==> config.mk <==
export PLATFORM = sky130hd
export DESIGN_NAME = conv3_engine_flat
export DESIGN_NICKNAME = d
export VERILOG_FILES = /design/src/rtl/conv3_pkg.sv /design/src/rtl/conv3_engine_if.sv /design/src/rtl/conv3_window.sv /design/src/rtl/conv3_engine.sv /design/src/flat_wrapper.sv
export SDC_FILE = /design/constraint.sdc
export NUM_CORES = 1
export LEC_CHECK = 0
export CORE_MARGIN = 2
export CORE_UTILIZATION = 50
export DETAILED_ROUTE_END_ITERATION = 10
export GPL_TIMING_DRIVEN = 0
export PLACE_DENSITY = 0.76
export SLEW_MARGIN = 5
export SYNTH_ARGS = -nofsm -noshare
export SYNTH_HDL_FRONTEND = slang
export SYNTH_HIERARCHICAL = 1
export SYNTH_SLANG_ARGS = --single-unit
==> constraint.sdc <==
create_clock -name clk -period 5.54 [get_ports clk]
set_input_delay 0.554 -clock clk [delete_from_list [all_inputs] [get_ports clk]]
set_output_delay 0.554 -clock clk [all_outputs]
set_load 0.02 [all_outputs]
==> src/rtl/conv3_pkg.sv <==
// ---------------------------------------------------------------------------
// conv3_pkg : shared widths and window state type for the 3-tap conv engine
// Revision  : 1.0
// ---------------------------------------------------------------------------
`default_nettype none

package conv3_pkg;

  localparam int DATA_W   = 4;
  localparam int KERNEL_W = 4;
  localparam int RESULT_W = 10;
  localparam int TAPS     = 3;

  typedef enum logic [1:0] {
    EMPTY  = 2'd0,
    FILL1  = 2'd1,
    FILL2  = 2'd2,
    STREAM = 2'd3
  } win_state_e;

endpackage

`default_nettype wire

==> src/rtl/conv3_engine_if.sv <==
// ---------------------------------------------------------------------------
// conv3_engine_if : kernel/sample/result bundle between driver and engine
// Revision        : 1.0
// ---------------------------------------------------------------------------
`default_nettype none

interface conv3_engine_if;
  import conv3_pkg::*;

  logic [KERNEL_W-1:0] kernel_0;
  logic [KERNEL_W-1:0] kernel_1;
  logic [KERNEL_W-1:0] kernel_2;
  logic                kernel_load;
  logic [DATA_W-1:0]   data;
  logic                data_valid;
  logic [RESULT_W-1:0] result;
  logic                result_valid;

  modport master (
    output kernel_0, kernel_1, kernel_2, kernel_load, data, data_valid,
    input  result, result_valid
  );

  modport slave (
    input  kernel_0, kernel_1, kernel_2, kernel_load, data, data_valid,
    output result, result_valid
  );

endinterface

`default_nettype wire

==> src/rtl/conv3_window.sv <==
// ---------------------------------------------------------------------------
// conv3_window : 3-deep sample shift register with fill-tracking FSM
// Revision     : 1.0
// ---------------------------------------------------------------------------
`default_nettype none

module conv3_window
  import conv3_pkg::*;
(
  input  logic              clk,
  input  logic              rst,
  input  logic              clear_i,
  input  logic              sample_valid_i,
  input  logic [DATA_W-1:0] sample_i,
  output logic [DATA_W-1:0] x0_o,
  output logic [DATA_W-1:0] x1_o,
  output logic [DATA_W-1:0] x2_o,
  output logic              window_full_o
);

  win_state_e        state_q, state_d;
  logic [DATA_W-1:0] win_q [TAPS];
  logic [DATA_W-1:0] win_d [TAPS];
  logic              full_q, full_d;

  always_ff @(posedge clk or posedge rst) begin
    if (rst) begin
      state_q <= EMPTY;
      full_q  <= 1'b0;
      for (int i = 0; i < TAPS; i++) win_q[i] <= '0;
    end else begin
      state_q <= state_d;
      full_q  <= full_d;
      for (int i = 0; i < TAPS; i++) win_q[i] <= win_d[i];
    end
  end

  // A clear coinciding with a sample restarts the window with that sample.
  always_comb begin
    state_d = state_q;
    full_d  = 1'b0;
    win_d   = win_q;
    if (sample_valid_i) begin
      win_d[0] = sample_i;
      for (int i = 1; i < TAPS; i++) win_d[i] = win_q[i-1];
    end
    if (clear_i) begin
      state_d = sample_valid_i ? FILL1 : EMPTY;
    end else if (sample_valid_i) begin
      full_d = (state_q == FILL2) || (state_q == STREAM);
      case (state_q)
        EMPTY:   state_d = FILL1;
        FILL1:   state_d = FILL2;
        default: state_d = STREAM;
      endcase
    end
  end

  assign x0_o          = win_q[0];
  assign x1_o          = win_q[1];
  assign x2_o          = win_q[2];
  assign window_full_o = full_q;

endmodule

`default_nettype wire

==> src/rtl/conv3_engine.sv <==
// ---------------------------------------------------------------------------
// conv3_engine : streaming 3-tap unsigned convolution, 2-stage MAC pipeline
// Revision     : 1.0
// ---------------------------------------------------------------------------
`default_nettype none

module conv3_engine
  import conv3_pkg::*;
(
  input  logic           clk,
  input  logic           rst,
  conv3_engine_if.slave  bus
);

  localparam int PROD_W = DATA_W + KERNEL_W;

  logic [DATA_W-1:0]   x0, x1, x2;
  logic [DATA_W-1:0]   win_x [TAPS];
  logic                window_full;

  logic [KERNEL_W-1:0] kernel_q [TAPS];
  logic [KERNEL_W-1:0] kernel_d [TAPS];
  logic [PROD_W-1:0]   prod_q   [TAPS];
  logic [PROD_W-1:0]   prod_d   [TAPS];
  logic                s1_valid_q, s1_valid_d;
  logic [RESULT_W-1:0] result_q, result_d;
  logic                result_valid_q, result_valid_d;
  logic [RESULT_W-1:0] sum;

  conv3_window u_window (
    .clk            (clk),
    .rst            (rst),
    .clear_i        (bus.kernel_load),
    .sample_valid_i (bus.data_valid),
    .sample_i       (bus.data),
    .x0_o           (x0),
    .x1_o           (x1),
    .x2_o           (x2),
    .window_full_o  (window_full)
  );

  assign win_x[0] = x0;
  assign win_x[1] = x1;
  assign win_x[2] = x2;

  always_ff @(posedge clk or posedge rst) begin
    if (rst) begin
      for (int i = 0; i < TAPS; i++) begin
        kernel_q[i] <= '0;
        prod_q[i]   <= '0;
      end
      s1_valid_q     <= 1'b0;
      result_q       <= '0;
      result_valid_q <= 1'b0;
    end else begin
      kernel_q       <= kernel_d;
      prod_q         <= prod_d;
      s1_valid_q     <= s1_valid_d;
      result_q       <= result_d;
      result_valid_q <= result_valid_d;
    end
  end

  // A kernel load kills every in-flight stage so no result mixes kernels or windows.
  always_comb begin
    kernel_d = kernel_q;
    if (bus.kernel_load) begin
      kernel_d[0] = bus.kernel_0;
      kernel_d[1] = bus.kernel_1;
      kernel_d[2] = bus.kernel_2;
    end
    for (int i = 0; i < TAPS; i++) begin
      prod_d[i] = PROD_W'(win_x[i]) * PROD_W'(kernel_q[i]);
    end
    s1_valid_d = window_full && !bus.kernel_load;
    sum = '0;
    for (int i = 0; i < TAPS; i++) begin
      sum = sum + RESULT_W'(prod_q[i]);
    end
    result_valid_d = s1_valid_q && !bus.kernel_load;
    result_d       = result_valid_d ? sum : result_q;
  end

  assign bus.result       = result_q;
  assign bus.result_valid = result_valid_q;

endmodule

`default_nettype wire

==> src/flat_wrapper.sv <==
// flat-port wrapper written by rule: the top's interface ports become plain ports
module conv3_engine_flat import conv3_pkg::*;
  (clk, rst, bus_kernel_0, bus_kernel_1, bus_kernel_2, bus_kernel_load, bus_data, bus_data_valid, bus_result, bus_result_valid);
  conv3_engine_if bus_i ();
  input  logic clk;
  input  logic rst;
  input wire logic [$bits(bus_i.kernel_0)-1:0] bus_kernel_0;
  input wire logic [$bits(bus_i.kernel_1)-1:0] bus_kernel_1;
  input wire logic [$bits(bus_i.kernel_2)-1:0] bus_kernel_2;
  input wire logic [$bits(bus_i.kernel_load)-1:0] bus_kernel_load;
  input wire logic [$bits(bus_i.data)-1:0] bus_data;
  input wire logic [$bits(bus_i.data_valid)-1:0] bus_data_valid;
  output wire logic [$bits(bus_i.result)-1:0] bus_result;
  output wire logic [$bits(bus_i.result_valid)-1:0] bus_result_valid;
  assign bus_i.kernel_0 = bus_kernel_0;
  assign bus_i.kernel_1 = bus_kernel_1;
  assign bus_i.kernel_2 = bus_kernel_2;
  assign bus_i.kernel_load = bus_kernel_load;
  assign bus_i.data = bus_data;
  assign bus_i.data_valid = bus_data_valid;
  assign bus_result = bus_i.result;
  assign bus_result_valid = bus_i.result_valid;
  conv3_engine u_core (.clk(clk), .rst(rst), .bus(bus_i));
endmodule
# ---- After elaboration in Yosys (flattened, before gate mapping)
# Index checks and enable logic that the tools add are counted.
dict set report word_totals {
  register_bits 63
  inputBits 20
  output_inout_bits 11
  wordCells 34
}
dict set report classes {
  n_addsub 2
  n_mul 3
  n_eq_ne 3
  n_mux 6
  reduce_logical 6
}
# operator n
set ops {}
lappend ops {{$mul A4 B4 Y8} 3}
lappend ops {{$add A10 B8 Y10} 1}
lappend ops {{$add A8 B8 Y9} 1}
lappend ops {{$eq A2 B2 Y1 const B} 2}
lappend ops {{$mux W2} 2}
lappend ops {{$pmux W2 S2} 1}
lappend ops {{$mux W1} 3}
lappend ops {{$eq A2 B1 Y1 const B} 1}
lappend ops {{$logic_and A1 B1 Y1} 2}
lappend ops {{$logic_not A2 Y1} 1}
lappend ops {{$reduce_bool A2 Y1} 1}
lappend ops {{$logic_not A1 Y1} 1}
lappend ops {{$logic_or A1 B1 Y1} 1}

# ---- Longest topological paths before layout
dict set report depth {
  word_depth 4
  depth_mapped 9
}

# ---- Hierarchy
# The synthesis kept the hierarchy.
# mod n_inst cells_each area_each_um2 seq_area_each_um2
set by_module_without_submodules {}
lappend by_module_without_submodules {conv3_engine 1 284 3233.1 1201.2}
lappend by_module_without_submodules {conv3_window 1 37 611.8 375.4}

# ---- Worst setup path before layout
# Ideal clock, no wire load.
dict set report synth_timing {
  path_type {flip-flop to flip-flop}
  start {reg u_core.u_window.win_q (netlist bit u_core/u_window/x2_o[0])}
  end {reg u_core/prod_q[6] (netlist bit)}
  t_arrival_ps 2446
  path_slack_ps 3014
  path_stages_with_launch 9
  cell_sequence {dfrtp_1 nand2_1 fa_1 inv_1 fa_1 fa_1 a21o_1 a21oi_1 xnor2_1}
}
# element line
set synth_lines {}
lappend synth_lines {{start: declaration} conv3_window.sv:22} ;# logic [DATA_W-1:0] win_q [TAPS];
lappend synth_lines {{end signal: assignment} conv3_engine.sv:57} ;# prod_q <= prod_d;
lappend synth_lines {{end: declaration} conv3_engine.sv:23} ;# logic [PROD_W-1:0] prod_q [TAPS];

==> results.md <==
- Max Clk Rate: 366.7 MHz
- Nets@finish: 446
- Clock skew: roughly 0.012 ns
- Clk slew on worst S/H paths: around 0.07 ns
- Syn. warnings: 6
- FP Rows: 31
- DRC: 0
- Post-DR wirelength/cell: 13.91 um
- Initial antenna violation count: 0
- Slew Viols, Final: 0
- Seq/Total Area, Yosys: 0.4100
- Unique masters post-synth: 34
- Flop-to-flop setup slack: 2.81 ns
- Placer Congestion: 0.8742
- Outcome: complete, no violations
- Root buf cell: clkbuf_8
- Startpoint class of the critical path: register
- Hold Fails Final Rpt: 0
- Critical path arrival: 2.99 ns
- Synth Area per Inst: 11.98 sq um
- Hold-fix buffers, CTS: 0
- Total number of vias: 2351
- Post-CTS Setup Inserts: 0
- Fin area: 0.004462 sq mm
- Adder and majority gate portion of the synthesized area: 0.2493
- RSZ-0062 raised after global routing: no
- Dpl hpwl: 5.165 mm
- Pin count of the biggest net entering global routing: a little over 40
- # clock sinks: 63
- Setup CP Type: reg2reg
- TritonCTS clock tree: yes
- Slew Limit Headroom: 0.6205
- Die Y: 91.69 um
- Leak pwr: 2.142 nW
- DIE AREA: 0.008407 sq mm
- Die width: about 92 um
- Commonest cells after routing, fill and taps aside: 63 x dfrtp_1, 43 x ha_1, 40 x and2_1, 29 x clkdlybuf4s50_1, 28 x nand2_1
- Largest family of logic cells by synthesized area: adder cells
- Global route total overflow: 0
- Share of cells above drive strength 1: 0.1366
- Min Tclk post-route: 2.727 ns
- Gr usage total: 0.1718
- HP Class: reg2reg
- Routed Antenna Nets: 0
- Worst vdd ir: a little over 0.0002 V
- Setup violations, final: 0
- Fin crit share: 0.4922
- Number of I/O port buffers: 29
- Largest area contributor in the netlist: dfrtp_1
- Max Root-Sink Buffers: 2
- Area Growth Syn to Fin: 16.04%
- PwrDens: around 460 mW/mm^2
- Post-CTS Resized: 0
- Clk Latency, worst-skew pair: roughly 0.34 ns
- Number of CTS-inserted buffers: 9
- Final WL: 6.466 mm
- Mux share of post-synthesis cell area: 0.08005
- Synth area leaders: dfrtp_1 41%, ha_1 14%, fa_1 11%, and2_1 6.5%, mux2_2 5.3%
- Initial DRT Pass Iterations: 4
- Post-synthesis simple-gate area fraction: 0.1253
- Worst slew pin tran: 0.5686 ns
- Synth Area in Compound Gates: 0.07615
- Setup_tns: 0 ns
- Vias in the first global route: roughly 2500
- Synth Net Count: 405
- Vias/cell: 5.056
- Mapped cell area: 0.003845 sq mm
- CTS H-Tree Depth: 3
- Max Cap Viol: 0
- Placement Cell Area: 0.004279 sq mm
- First-pass GRT wire length: 11.12 mm
- Synthesis-stage register bit count: 63
- CP Capture Type: register
- Mapped Cells: about 320
- Top cell type's share of synthesized area: 0.4100
- Xor/xnor share of the synthesized area: 0.02961
- Placeable Area: 0.007331 sq mm
- CP max FO: 6
- Drt first-iter violations: 61
- Data required, critical path: between 5 and 6 ns
- Num ports: 31
- Initial Utilization: 0.5245
- Commonest non-fill, non-tap cell in the layout: dfrtp_1
- N_diodes: 0
-- cells by family after synthesis --
family,count (synthesis)
AND/OR/NAND/NOR,91
adder cells (fa/ha/maj),64
flip-flops,63
AO/OA/AOI/OAI,42
multiplexers,25
buffers and inverters,23
XOR/XNOR,13
-- path summary, 6_finish.rpt --
path / cells past startpoint / from / endpoint
max reg2reg: 8 / u_core/u_window/x0_o[1] / u_core/prod_q[22]
min: 2 / u_core/bus.result[4] / u_core/bus.result[4]
min in group asynchronous: 2 / rst / u_core/kernel_q[1]
min reg2reg: 2 / u_core/bus.result[4] / u_core/bus.result[4]
max in group asynchronous: 2 / rst / u_core/u_window/x2_o[2]
max: 8 / u_core/u_window/x0_o[1] / u_core/prod_q[22]
-- per-stage QoR --
step                cells  worst slack, ns    util  power [mW]  hold WS [ns]
detailed placement    450            2.792  0.5837       1.696        0.4675
global placement      449            2.879  0.5810       1.649        0.4547
CTS                   465            2.778  0.6086       2.077        0.4792
finish                465            2.813  0.6086       2.053        0.4735
floorplan             321            3.014       -       1.424        0.4385
global route          465            2.648  0.6086       2.237        0.4890
-- layout make-up --
| type | instances | area, sq um |
|---|---|---|
| repair buffers | 30 | 310.3 |
| flip-flops and latches | 63 | 1577 |
| clock buffers | 12 | 165.2 |
| multi-input cells | 235 | 2155 |
| plain buffers | 5 | 46.29 |
| inverters | 18 | 67.56 |
| well taps | 99 | 123.9 |
| clock inverters | 3 | 17.52 |
| fillers | 610 | 2869 |
-- flip-flops by register name (all words and copies together) (netlist names), 2 cells and up --
signal	flops
u_core/prod_q	24
u_core/u_window/x0_o	4
u_core/kernel_q	12
u_core/bus.result	10
u_core/u_window/x2_o	4
u_core/u_window/x1_o	4
u_core/u_window/state_q	2
-- worst max-delay path, cell delays in order (launching register included) --
cell     delay (ns)
dfrtp_1        0.46
nand2_1        0.12
fa_1           0.53
inv_1          0.06
fa_1           0.52
fa_1           0.47
a21o_1         0.18
a21oi_1        0.17
xnor2_1        0.13
-- report_power, final --
group / switching (mW) / total [mW] / internal, mW / leakage [nW]
Clock: 0.169 / 0.364 / 0.195 / 0.0942
Sequential: 0.0844 / 0.659 / 0.574 / 0.778
Combinational: 0.544 / 1.03 / 0.487 / 1.27
Total: 0.798 / 2.05 / 1.26 / 2.14
-- Yosys cell counts --
| master | instances |
|---|---|
| buf_12 | 1 |
| and3_1 | 1 |
| xnor2_1 | 10 |
| ha_1 | 43 |
| a21oi_1 | 10 |
| or4_1 | 1 |
| o211ai_1 | 3 |
| o21ai_0 | 8 |
| a221o_1 | 1 |
| nor4b_1 | 1 |
| nor2_1 | 9 |
| a211oi_1 | 6 |
| fa_1 | 21 |
| xor2_1 | 3 |
| buf_6 | 1 |
| nand2_1 | 28 |
| a211oi_2 | 1 |
| nand3_1 | 1 |
| o32a_1 | 1 |
| inv_1 | 18 |
| o31ai_1 | 2 |
| mux2_4 | 7 |
| o21a_1 | 1 |
| nand2b_1 | 3 |
| nor3b_1 | 2 |
| dfrtp_1 | 63 |
| buf_2 | 3 |
| and2_1 | 40 |
| a2111oi_2 | 2 |
| a21o_1 | 5 |
| nor2b_1 | 5 |
| o21ai_1 | 1 |
| mux2_2 | 18 |
| o21bai_1 | 1 |
-- layer usage --
metal | global-route usage | wire length, um
met1 | 0.1984 | 2889
met5 | 0 | 0
met3 | 0.05259 | 212
met2 | 0.3051 | 3281
met4 | 0.05473 | 82
No activity file was read; power rests on OpenSTA's default activity.
